`src/rtl/delta_sigma_pkg.sv`:
```
// rtl/delta_sigma_pkg.sv - shared constants for the pulse-density modulator
package delta_sigma_pkg;

  // Default level/accumulator width; output resolution is 1/2^BITS.
  localparam int DS_BITS_DEFAULT = 5;

endpackage : delta_sigma_pkg

```
`src/rtl/delta_sigma.sv`:
```
// rtl/delta_sigma.sv - first-order delta-sigma modulator, level in, 1-bit stream out
module delta_sigma
  import delta_sigma_pkg::*;
#(
  parameter int BITS = DS_BITS_DEFAULT
) (
  input  logic            clk,
  input  logic            rst,
  input  logic [BITS-1:0] data_in,
  input  logic            data_in_en,
  input  logic            next,
  output logic            out
);

  logic [BITS-1:0] level_q;
  logic [BITS-1:0] acc_q;
  logic [BITS-1:0] acc_d;
  logic            out_q;
  logic            out_d;

  // One modulator step: accumulator wraps modulo 2^BITS and the carry is the output bit.
  // A step taken on the same edge as a load still sees the old level_q.
  always_comb begin
    {out_d, acc_d} = {1'b0, acc_q} + {1'b0, level_q};
  end

  // Level register: loads independently of stepping.
  always_ff @(posedge clk or negedge rst) begin
    if (!rst) begin
      level_q <= '0;
    end else if (data_in_en) begin
      level_q <= data_in;
    end
  end

  // Accumulator: advances only on a step strobe, otherwise holds.
  always_ff @(posedge clk or negedge rst) begin
    if (!rst) begin
      acc_q <= '0;
    end else if (next) begin
      acc_q <= acc_d;
    end
  end

  // Output register: static level that changes only when a step is taken.
  always_ff @(posedge clk or negedge rst) begin
    if (!rst) begin
      out_q <= 1'b0;
    end else if (next) begin
      out_q <= out_d;
    end
  end

  assign out = out_q;

endmodule : delta_sigma

```
`config.mk`:
```
export PLATFORM = sky130hd
export DESIGN_NAME = delta_sigma
export DESIGN_NICKNAME = d
export VERILOG_FILES = /design/src/rtl/delta_sigma_pkg.sv /design/src/rtl/delta_sigma.sv
export SDC_FILE = /design/constraint.sdc
export NUM_CORES = 1
export LEC_CHECK = 0
export BUFFER_PORTS_ARGS = -buffer_cell sky130_fd_sc_hd__buf_4
export CAP_MARGIN = 30
export CORE_AREA = 2 2 39 41
export CTS_CLUSTER_SIZE = 25
export DETAILED_ROUTE_END_ITERATION = 7
export DIE_AREA = 0 0 41 43
export MAX_ROUTING_LAYER = met4
export PLACE_DENSITY_LB_ADDON = 0.3
export SETUP_SLACK_MARGIN = 0.1
export SYNTH_ARGS = -nofsm -noshare
export SYNTH_HDL_FRONTEND = slang
export SYNTH_SLANG_ARGS = --single-unit
```
`constraint.sdc`:
```
create_clock -name clk -period 2 [get_ports clk]
set_clock_uncertainty 0.15 [all_clocks]
set_input_delay 0.5 -clock clk [delete_from_list [all_inputs] [get_ports clk]]
set_output_delay 0.5 -clock clk [all_outputs]
set_load 0.05 [all_outputs]
```
* Word-level counts from Yosys, hierarchy flattened *
Index checks and enable logic that the tools add are counted.

word-level totals
  input port bits = 9
  word-level logic and storage cells = 4
  output and inout port bits = 1
  register bits = 11

cells by class
  add/sub/neg operators = 1

operators with widths
  cell                                    number
  5-bit by 5-bit adder with 6-bit output  1

* Depth between registers and ports, before layout *
Gate-level depths: netlist of the first run.

  depth after elaboration = 1
  mapped depth = 5
  gate-level depth less buffers = 5

* Worst setup path before layout of the first run *
Ideal clock, no wire load.

  kind = register -> register
  from = reg level_q[0]
  to = reg acc_q[4]
  library setup time = 0.087 ns
  data required time = 1.763 ns
  data arrival time = 1.346 ns
  stages on the path, launching flop included = 6
  buffers on the path = 0
  path slack = 0.418 ns
  clock period less this slack = 1.582 ns
  cells stage by stage = dfrtp_1 ha_1 fa_1 a21oi_1 nand4b_1 o211ai_1

on the way
  word-level cells in the longest chain between the ends = 1

RTL lines
  item                                    line               RTL
  from (decl)                             delta_sigma.sv:15  logic [BITS-1:0] level_q;
  from (signal assigned)                  delta_sigma.sv:32  level_q <= data_in;
  5-bit by 5-bit adder with 6-bit output  delta_sigma.sv:24  {out_d, acc_d} = {1'b0, acc_q} + {1'b0, level_q};
  to (signal assigned)                    delta_sigma.sv:39  acc_q <= '0;
  to (signal assigned)                    delta_sigma.sv:41  acc_q <= acc_d;
  to (decl)                               delta_sigma.sv:16  logic [BITS-1:0] acc_q;

Every way passes these cells.
A chain may end at the register's enable or synchronous reset.

* Final worst setup path of the first run *
Ends and elaborated chain as after synthesis.

==> results of run 1 <==
==> synth_stat cells (all sizes together) <==
master  count  area share [%]
a211oi      3             4.6
a21o        1             1.2
a21oi       2             1.7
and3b       1             1.7
and4bb      1             2.1
buf         1             1.9
dfrtp      11              46
fa          1             3.3
ha          5              10
inv         1            0.62
mux2        7              13
nand2       1            0.62
nand3b      1             1.2
nand4b      1             1.5
nor2        2             1.2
o211ai      1             1.2
o21ai       1            0.83
o22a        1             1.7
o31a        1             1.5
o31ai       1             1.2
or2b        1             1.2
xnor2       1             1.5
==> where the power goes <==
group          internal (mW)  total [mW]  switching [mW]
clock network         0.0741       0.153          0.0791
logic                  0.206       0.398           0.192
registers              0.296       0.341          0.0458
total                  0.576       0.893           0.317
==> logic make-up (layout without fill, tap and decap cells) <==
logic type	Yosys count	count (layout)	share of synthesized area [%]
AO/OA/AOI/OAI	11	11	13.9
flip-flops	11	11	45.7
AND/OR/NAND/NOR	8	8	9.56
multiplexers	7	7	13.1
adder cells (fa/ha/maj)	6	6	13.7
buffers and inverters	2	15	2.49
XOR/XNOR	1	1	1.46
==> per-stage QoR <==
step	std cells	utilization, %	power [mW]	cell area (um^2)	hold WS, ns
floorplan	46	-	0.659	602	0.0544
global placement	70	49.0	0.743	678	0.194
detailed placement	70	49.0	0.753	678	0.195
CTS	75	51.7	0.910	716	0.296
global route	75	51.7	0.980	716	0.302
finish	75	51.7	0.893	716	0.304
==> state kept, by name, indices dropped and copies added (netlist names) <==
name     count
level_q      5
out          1
acc_q        5
==> critical path: stages (launching register included) <==
cell and delay, ns:
dfrtp_1 0.39, ha_1 0.24, fa_1 0.41, a21oi_1 0.21, nand4b_1 0.12, o211ai_1 0.10
==> worst min-delay path by stage <==
stage	startpoint	end	slack (ns)
after floorplan	rst	acc_q[0]	0.05
after global placement	rst	acc_q[1]	0.19
after detailed placement	rst	acc_q[4]	0.19
after CTS	data_in[0]	level_q[0]	0.30
after global routing	data_in[0]	level_q[0]	0.30
final	data_in[0]	level_q[0]	0.30
==> final cells by class <==
class / instances / area (um^2)
Sequential cell: 11 / 275
Clock buffer: 3 / 22.5
Clock inverter: 1 / 5.00
Tap cell: 16 / 20.0
Timing Repair Buffer: 10 / 77.6
Inverter: 1 / 3.75
Fill cell: 131 / 668
Multi-Input combinational cell: 33 / 312
==> metal layers <==
layer	GRT usage, %	part of all wire, %	vias to the layer above
met2	22.2	49	12
met4	8.00	1.5	0
met3	4.71	5.9	2
met1	20.4	43	195
met5	-	0	-
li1	-	-	203
==> what timing repair did <==
action | in CTS | in global routing
endpoints found under the hold margin | 11 | 0
hold buffers | 1 | 0
buffers inserted | 0 | 0
==> out/qor.yml, run 1 <==
endpoint_kind: "register"
syn_avg_cell_area_um2: 13.1
grt_usage_pct: 15.9
routed_via_density: 5.49
cts_buffers: 3
synth_seq_cells: 11
cts-resized-gates: 0
dieHeight_um: 43
grt_pass1_vias: 440
coreArea_um2: 1380
ios: 10
outcome: "complete, no violations"
setup.worst_path.end: "acc_q[4]"
start_util_pct: 43.5
worstSetupPathType: "register to register"
port_buffers: 9
tns_ns: 0
ys_types: 23
cp_max_fo: 3
cts.sinks: 11
route.vias.total: 412
slew_headroom_pct: 85.8
finalSetupViolCount: 0
grt_pass1_wl_mm: 1.77
fin_ws_ns: 0.325
grt-ovfl-total: 0
route.detailed.drc: 0
holdPathStages: 2
leakagePower_nw: 0.328
r2r_cells: 5
worstMarginPinSlew_ns: 0.212
powerDensity_nw_per_um2: 1250
die_area_um2: 1760
dr.pass1.iters: 2
dp_hpwl_um: 773
r2r_start: "level_q[0]"
regToRegEndpoint: "acc_q[4]"
drt_iter0_drc: 2
syn-cell-area_um2: 602
rsz0062_at_grt: "no"
wirelength_um: 936
yosysSeqAreaShare_pct: 45.7
antenna_found_initial: 0
crit_required_ns: 2.05
cp-startpoint: "level_q[0]"
drive_gt1_share_pct: 39.0
grt_max_degree: 12
min_period_over_period_pct: 83.8
cap_violations: 0
start_kind: "register"
h-tree-depth: 1
hold_viol: 0
gp_congestion: 0.772
fmax_ghz: 0.597
ir_drop_mv: 0.526
syn-num-nets: 61
mostFrequentLayoutCell: "dfrtp_1"
fin_nets: 75
arrival_ns: 1.72
ant_nets: 0
rrSetupSlack_ns: 0.32
areaGrowthSynthToFinish_pct: 18.9
layout_common_cells: "dfrtp_1, buf_4, mux2_2, ha_1, clkbuf_4"
clk_latency_ns: 0.27
fp.dieW_um: 41
rows: 14
cts_buffer_depth: 2
maxSlewViolCount: 0
cts_tree: "done"
cts-root-buf: "clkbuf_4"
ys.warnings.count: 0
diodes: 0
path_clk_slew_ns: 0.08
finalCriticalPeriod_ns: 1.68
synthCells: 46
hold_class: "primary input to register"
routedWlPerCell_um: 12.5
dp_slack_ns: 0.334
No activity file was read; power rests on OpenSTA's default activity.
==> run 2, diff against run 1 <==
--- a/config.mk
+++ b/config.mk
@@ -5,6 +5,7 @@
 export SDC_FILE = /design/constraint.sdc
 export NUM_CORES = 1
 export LEC_CHECK = 0
+export ABC_AREA = 1
 export BUFFER_PORTS_ARGS = -buffer_cell sky130_fd_sc_hd__buf_4
 export CAP_MARGIN = 30
 export CORE_AREA = 2 2 39 41
==> constraint.sdc (replaced) <==
create_clock -name clk -period 1.7 [get_ports clk]
set_clock_uncertainty 0.15 [all_clocks]
set_input_delay 0.425 -clock clk [delete_from_list [all_inputs] [get_ports clk]]
set_output_delay 0.425 -clock clk [all_outputs]
set_load 0.05 [all_outputs]
==> run 2 against run 1 <==
Hold slack got worse by 0.065 ns. Core utilization rose by 1.3 points. Largest power group unchanged. Critical path depth is 3 higher. Cell area grew 2.4%. Sequential share of layout area shrank 0.92 points. Synthesized area decreased by 1.7%. Maximum frequency is 7.6% higher. Die area stayed put. Critical endpoint unchanged. Non-clock buffer count grew 1. Routed wire length increased by 13%.
==> out/qor.yml, run 2 <==
outcome: "complete, no violations"
grt_pass1_wl_mm: 1.75
routed_via_density: 4.80
utilization_pct: 53.0
yosys.area_share.xor_xnor_pct: 0
ant_nets: 0
ios: 10
syn-cell-area_um2: 592
port_buffers: 9
synth_common_cells: "nand2_1, dfrtp_1, ha_1, mux2_2, nand3_1"
leakagePower_nw: 0.376
yosysTopAreaCell: "dfrtp_1"
fin_nets: 93
powerDensity_nw_per_um2: 1440
async_reset_ff_share_pct: 100
cpMaxStageDelayCell: "dfrtp_1"
drt_iter0_drc: 4
cts.sinks: 11
hold_class: "primary input to register"
min_period_over_period_pct: 91.6
synth_top_area_share_pct: 46.5
route.vias.total: 446
ys.warnings.count: 0
cts_buffer_depth: 2
route.detailed.drc: 0
finalSetupViolCount: 0
crit_required_ns: 1.71
cts_tree: "done"
dieHeight_um: 43
fmax_ghz: 0.642
dr.pass1.iters: 2
gp_congestion: 0.767
path_common_cell: "nand2_1"
endpoint_kind: "register"
mostFrequentLayoutCell: "nand2_1"
synthAdderAreaFrac_pct: 14.0
slew_headroom_pct: 88.4
rows: 14
fp.dieW_um: 41
syn_avg_cell_area_um2: 9.55
h-tree-depth: 1
yosysSeqAreaShare_pct: 46.5
cts_buffers: 3
syn-num-nets: 77
areaGrowthSynthToFinish_pct: 23.9
total_power_mw: 1.06
rsz0062_at_grt: "yes"
hold_viol: 0
maxSlewViolCount: 0
worstSetupPathType: "register to register"
finalCriticalPeriod_ns: 1.56
muxShareOfSynthArea_pct: 9.51
cp_max_fo: 2
path_cells: "ha_2 > fa_2 > nand2_2 > nand2_2 > nand2_1 > nand2_1 > nand3_1 > nand2_1"
cp_slowest_stage_delay_ns: 0.39
yosysMostFrequentCell: "nand2_1"
synth.area.top_cells: "dfrtp_1, nand2_1, ha_1"
synth_ff_type: "dfrtp_1"
grt_usage_pct: 15.8
ir_drop_mv: 0.623
stdcell_area_um2: 733
worstMarginPinSlew_ns: 0.174
grt_max_degree: 12
placed_cell_area_um2: 679
coreArea_um2: 1380
start_util_pct: 42.8
cts-root-buf: "clkbuf_4"
synthCells: 62
grt-ovfl-total: 0
diodes: 0
clk_latency_ns: 0.26
tns_ns: 0
synth_compound_area_share_pct: 2.54
layout_common_cells: "nand2_1, dfrtp_1, buf_4, mux2_2, nand3_1"
wirelength_mm: 1.06
routedWlPerCell_um: 11.3
synth_edf_count: 0
die_area_um2: 1760
ys_types: 14
drive_gt1_share_pct: 32.5
arrival_ns: 1.57
path_clk_slew_ns: 0.07
antenna_found_initial: 0
cap_violations: 0
start_kind: "register"
yosys.area_share.simple_pct: 24.3
synth_seq_cells: 11
dp_hpwl_um: 793
synth_top_family_by_area: "simple AND/OR/NAND/NOR gates"
grt_pass1_vias: 396
[run 2: changes by cell type in the layout (fill, tap and decap cells not counted), sizes merged, moves of 2 or more]
cell and delta:
inv +4, a211oi -3, mux2 -2, nand3 +6, nand2 +20
[run 2: logic make-up after synthesis]
logic type,count (synthesis)
multiplexers,5
AND/OR/NAND/NOR,32
flip-flops,11
adder cells (fa/ha/maj),6
buffers and inverters,5
AO/OA/AOI/OAI,3
[run 2: where the power goes]
part / leakage (nW) / internal [mW] / switching (mW)
sequential: 0.130 / 0.340 / 0.0535
clock: 0.0150 / 0.0906 / 0.0851
combinational: 0.231 / 0.219 / 0.270
[run 2: path summary, 6_finish.rpt]
check | start | end | slack, ns | depth (start not counted)
worst max-delay path | acc_q[0] | acc_q[4] | 0.14 | 8
worst min-delay path | data_in[3] | level_q[3] | 0.24 | 2
worst max register to register | acc_q[0] | acc_q[4] | 0.14 | 8
worst min register to register | acc_q[2] | acc_q[2] | 0.34 | 2
max in group asynchronous | rst | acc_q[0] | 0.88 | 2
min in group asynchronous | rst | level_q[3] | 0.38 | 2
[run 2: metrics by stage]
| step | hold WS, ns | setup WS, ns | cells |
|---|---|---|---|
| final | 0.239 | 0.142 | 93 |
| after global routing | 0.224 | 0.0427 | 93 |
| after CTS | 0.230 | 0.115 | 92 |
| after detailed placement | 0.117 | 0.0897 | 87 |
| after global placement | 0.115 | 0.106 | 87 |
| after floorplan | -0.0206 | 0.161 | 62 |
[run 2: critical path: cells and delay by family (launching register included)]
kind	cells	cell delay, ns
DFF	1	0.39
and+or+nand+nor	6	0.34
adders and majority gates	2	0.58
[run 2: routing by layer]
metal / part of all wire (%) / global-route usage [%] / vias to the layer above / wire (um)
li1: - / - / 234 / -
met1: 49 / 24.7 / 206 / 518
met2: 48 / 17.8 / 4 / 506
met3: 1.9 / 1.57 / 2 / 20
met4: 0.95 / 12.0 / 0 / 10
met5: 0 / - / - / 0
[run 2: final cells by class]
cell class,instances,area (um^2)
timing repair buffer,11,85.1
sequential,11,275
fill,142,651
inverter,5,18.8
clock buffer,4,26.3
tap,16,20.0
multi-input combinational,46,308
[run 2: what timing repair did]
action | in CTS | in global routing
pin swaps | 0 | 3
buffers inserted | 0 | 1
hold buffers | 1 | 0
setup endpoints to repair | 1 | 1
gates resized for setup | 1 | 3
endpoints found under the hold margin | 11 | 0
==> run 3, diff against run 2 <==
--- a/config.mk
+++ b/config.mk
@@ -5,7 +5,6 @@
 export SDC_FILE = /design/constraint.sdc
 export NUM_CORES = 1
 export LEC_CHECK = 0
-export ABC_AREA = 1
 export BUFFER_PORTS_ARGS = -buffer_cell sky130_fd_sc_hd__buf_4
 export CAP_MARGIN = 30
 export CORE_AREA = 2 2 39 41
==> run 3 against run 2 <==
Core utilization increased by 1.8 points. Clock power increased by 3%. Non-clock buffer count decreased by 1. Worst setup slack got worse by 0.030 ns. Sequential power increased by 5.9%. Hold slack got worse by 0.011 ns. Routed wire length decreased by 3.4%. Largest power group unchanged. Highest routed layer unchanged.
==> out/qor.yml, run 3 (synthesis gave the netlist of run 1 again) <==
outcome: "complete, no violations"
endpoint_kind: "register"
cp_max_fo: 3
fillers: 128
drive_gt1_share_pct: 52.5
cp_slowest_stage_delay_ns: 0.45
p_comb_share_pct: 48.2
route.detailed.drc: 0
arrival_ns: 1.59
port_buffers: 9
rows: 14
finalCriticalPeriod_ns: 1.59
gp_congestion: 0.772
grt_usage_pct: 16.4
powerDensity_nw_per_um2: 1520
worstMarginPinSlew_ns: 0.261
start_kind: "register"
post_cts_buffers: 0
antenna_found_initial: 0
hold_class: "primary input to register"
areaGrowthSynthToFinish_pct: 26.0
mostFrequentLayoutCell: "dfrtp_1"
utilization_pct: 54.8
fp.dieW_um: 41
cts.sinks: 11
diodes: 0
tns_ns: 0
p_clk_share_pct: 15.7
cts-root-buf: "clkbuf_4"
rsz0062_at_grt: "yes"
cts_buffer_depth: 2
drt_iter0_drc: 5
dp_hpwl_um: 773
grt_pass1_vias: 442
finalSetupViolCount: 0
die_area_um2: 1760
grt_max_degree: 12
routedWlPerCell_um: 13.6
maxSlewViolCount: 0
grt-ovfl-total: 0
fin_nets: 75
worstSetupPathType: "register to register"
fmax_ghz: 0.630
path_cells: "ha_4 > a211oi_2 > nor2_2 > o31a_1"
cts_buffers: 3
min_period_over_period_pct: 93.4
grt_pass1_wl_mm: 1.81
p_switching_uw: 416
intPower_uw: 735
cts_tree: "done"
ios: 10
leakagePower_nw: 0.326
wirelength_mm: 1.02
start_util_pct: 43.5
slew_headroom_pct: 82.4
crit_required_ns: 1.70
total_power_mw: 1.15
stdcell_area_um2: 758
path_clk_slew_ns: 0.08
dieHeight_um: 43
cap_violations: 0
routed_via_density: 5.45
h-tree-depth: 1
swShare_pct: 36.2
coreArea_um2: 1380
hold_viol: 0
whs_ns: 0.228
route.vias.total: 409
cpMaxStageDelayCell: "dfrtp_2"
ir_drop_mv: 0.651
placed_cell_area_um2: 678
ant_nets: 0
clk_latency_ns: 0.27
dr.pass1.iters: 2
layout_common_cells: "dfrtp_1, buf_4, mux2_2, clkbuf_4"
seq_power_share_pct: 36.1
==> run 3: cell count changes in the layout (fill, tap and decap cells not counted), sizes merged, moves of 2 or more <==
cell	delta
inv	-4
a211oi	+3
nand2	-20
mux2	+2
nand3	-6
==> run 3: power groups by stage <==
stage	sequential [mW]	clock, mW	combinational (mW)
after floorplan	0.440	0	0.336
after global placement	0.407	0	0.468
after detailed placement	0.410	0	0.476
after CTS	0.405	0.188	0.506
after global routing	0.433	0.199	0.622
final	0.416	0.181	0.554
==> run 3: final cells by class <==
| cell class | count | area (um^2) | area share (%) |
|---|---|---|---|
| inverters | 1 | 3.75 | 0.495 |
| clock buffers | 3 | 22.5 | 2.97 |
| clock inverters | 1 | 5.00 | 0.660 |
| well taps | 16 | 20.0 | 2.64 |
| repair buffers | 10 | 77.6 | 10.2 |
| flip-flops and latches | 11 | 277 | 36.5 |
| multi-input cells | 33 | 353 | 46.5 |
==> run 3: metrics by stage <==
stage | setup slack (ns) | cells
final | 0.113 | 75
after CTS | 0.0970 | 75
after global placement | 0.0736 | 70
after floorplan | 0.118 | 46
after global routing | 0.0505 | 75
after detailed placement | 0.0335 | 70
==> run 3: repair_timing <==
| action | CTS | global route |
|---|---|---|
| setup endpoints to repair | 2 | 4 |
| pin swaps | 0 | 2 |
| hold buffers | 1 | 0 |
| resized for setup | 3 | 5 |
| endpoints found under the hold margin | 11 | 0 |
==> run 3: final timing paths <==
path	depth (start not counted)	slack, ns	endpoint	start
max	4	0.11	out	level_q[1]
min	2	0.23	level_q[0]	data_in[0]
max reg2reg	4	0.11	out	level_q[1]
min reg2reg	2	0.36	acc_q[3]	acc_q[3]
max in group asynchronous	2	0.87	level_q[4]	rst
min in group asynchronous	2	0.36	acc_q[1]	rst
==> run 3: worst max-delay path: cells and delay by family, from the launching register on <==
| family | cells | cell delay (ns) |
|---|---|---|
| and+or+nand+nor | 1 | 0.07 |
| AOI/OAI and AO/OA | 2 | 0.54 |
| adders and majority gates | 1 | 0.25 |
| DFF | 1 | 0.45 |
==> run 3: routing by layer <==
layer	vias up	GRT usage, %	share of wire, %	wire length (um)
li1	202	-	-	-
met1	193	20.8	40	412
met2	12	23.4	53	536
met3	2	4.71	5.4	55
met4	0	8.00	1.4	14
met5	-	-	0	0
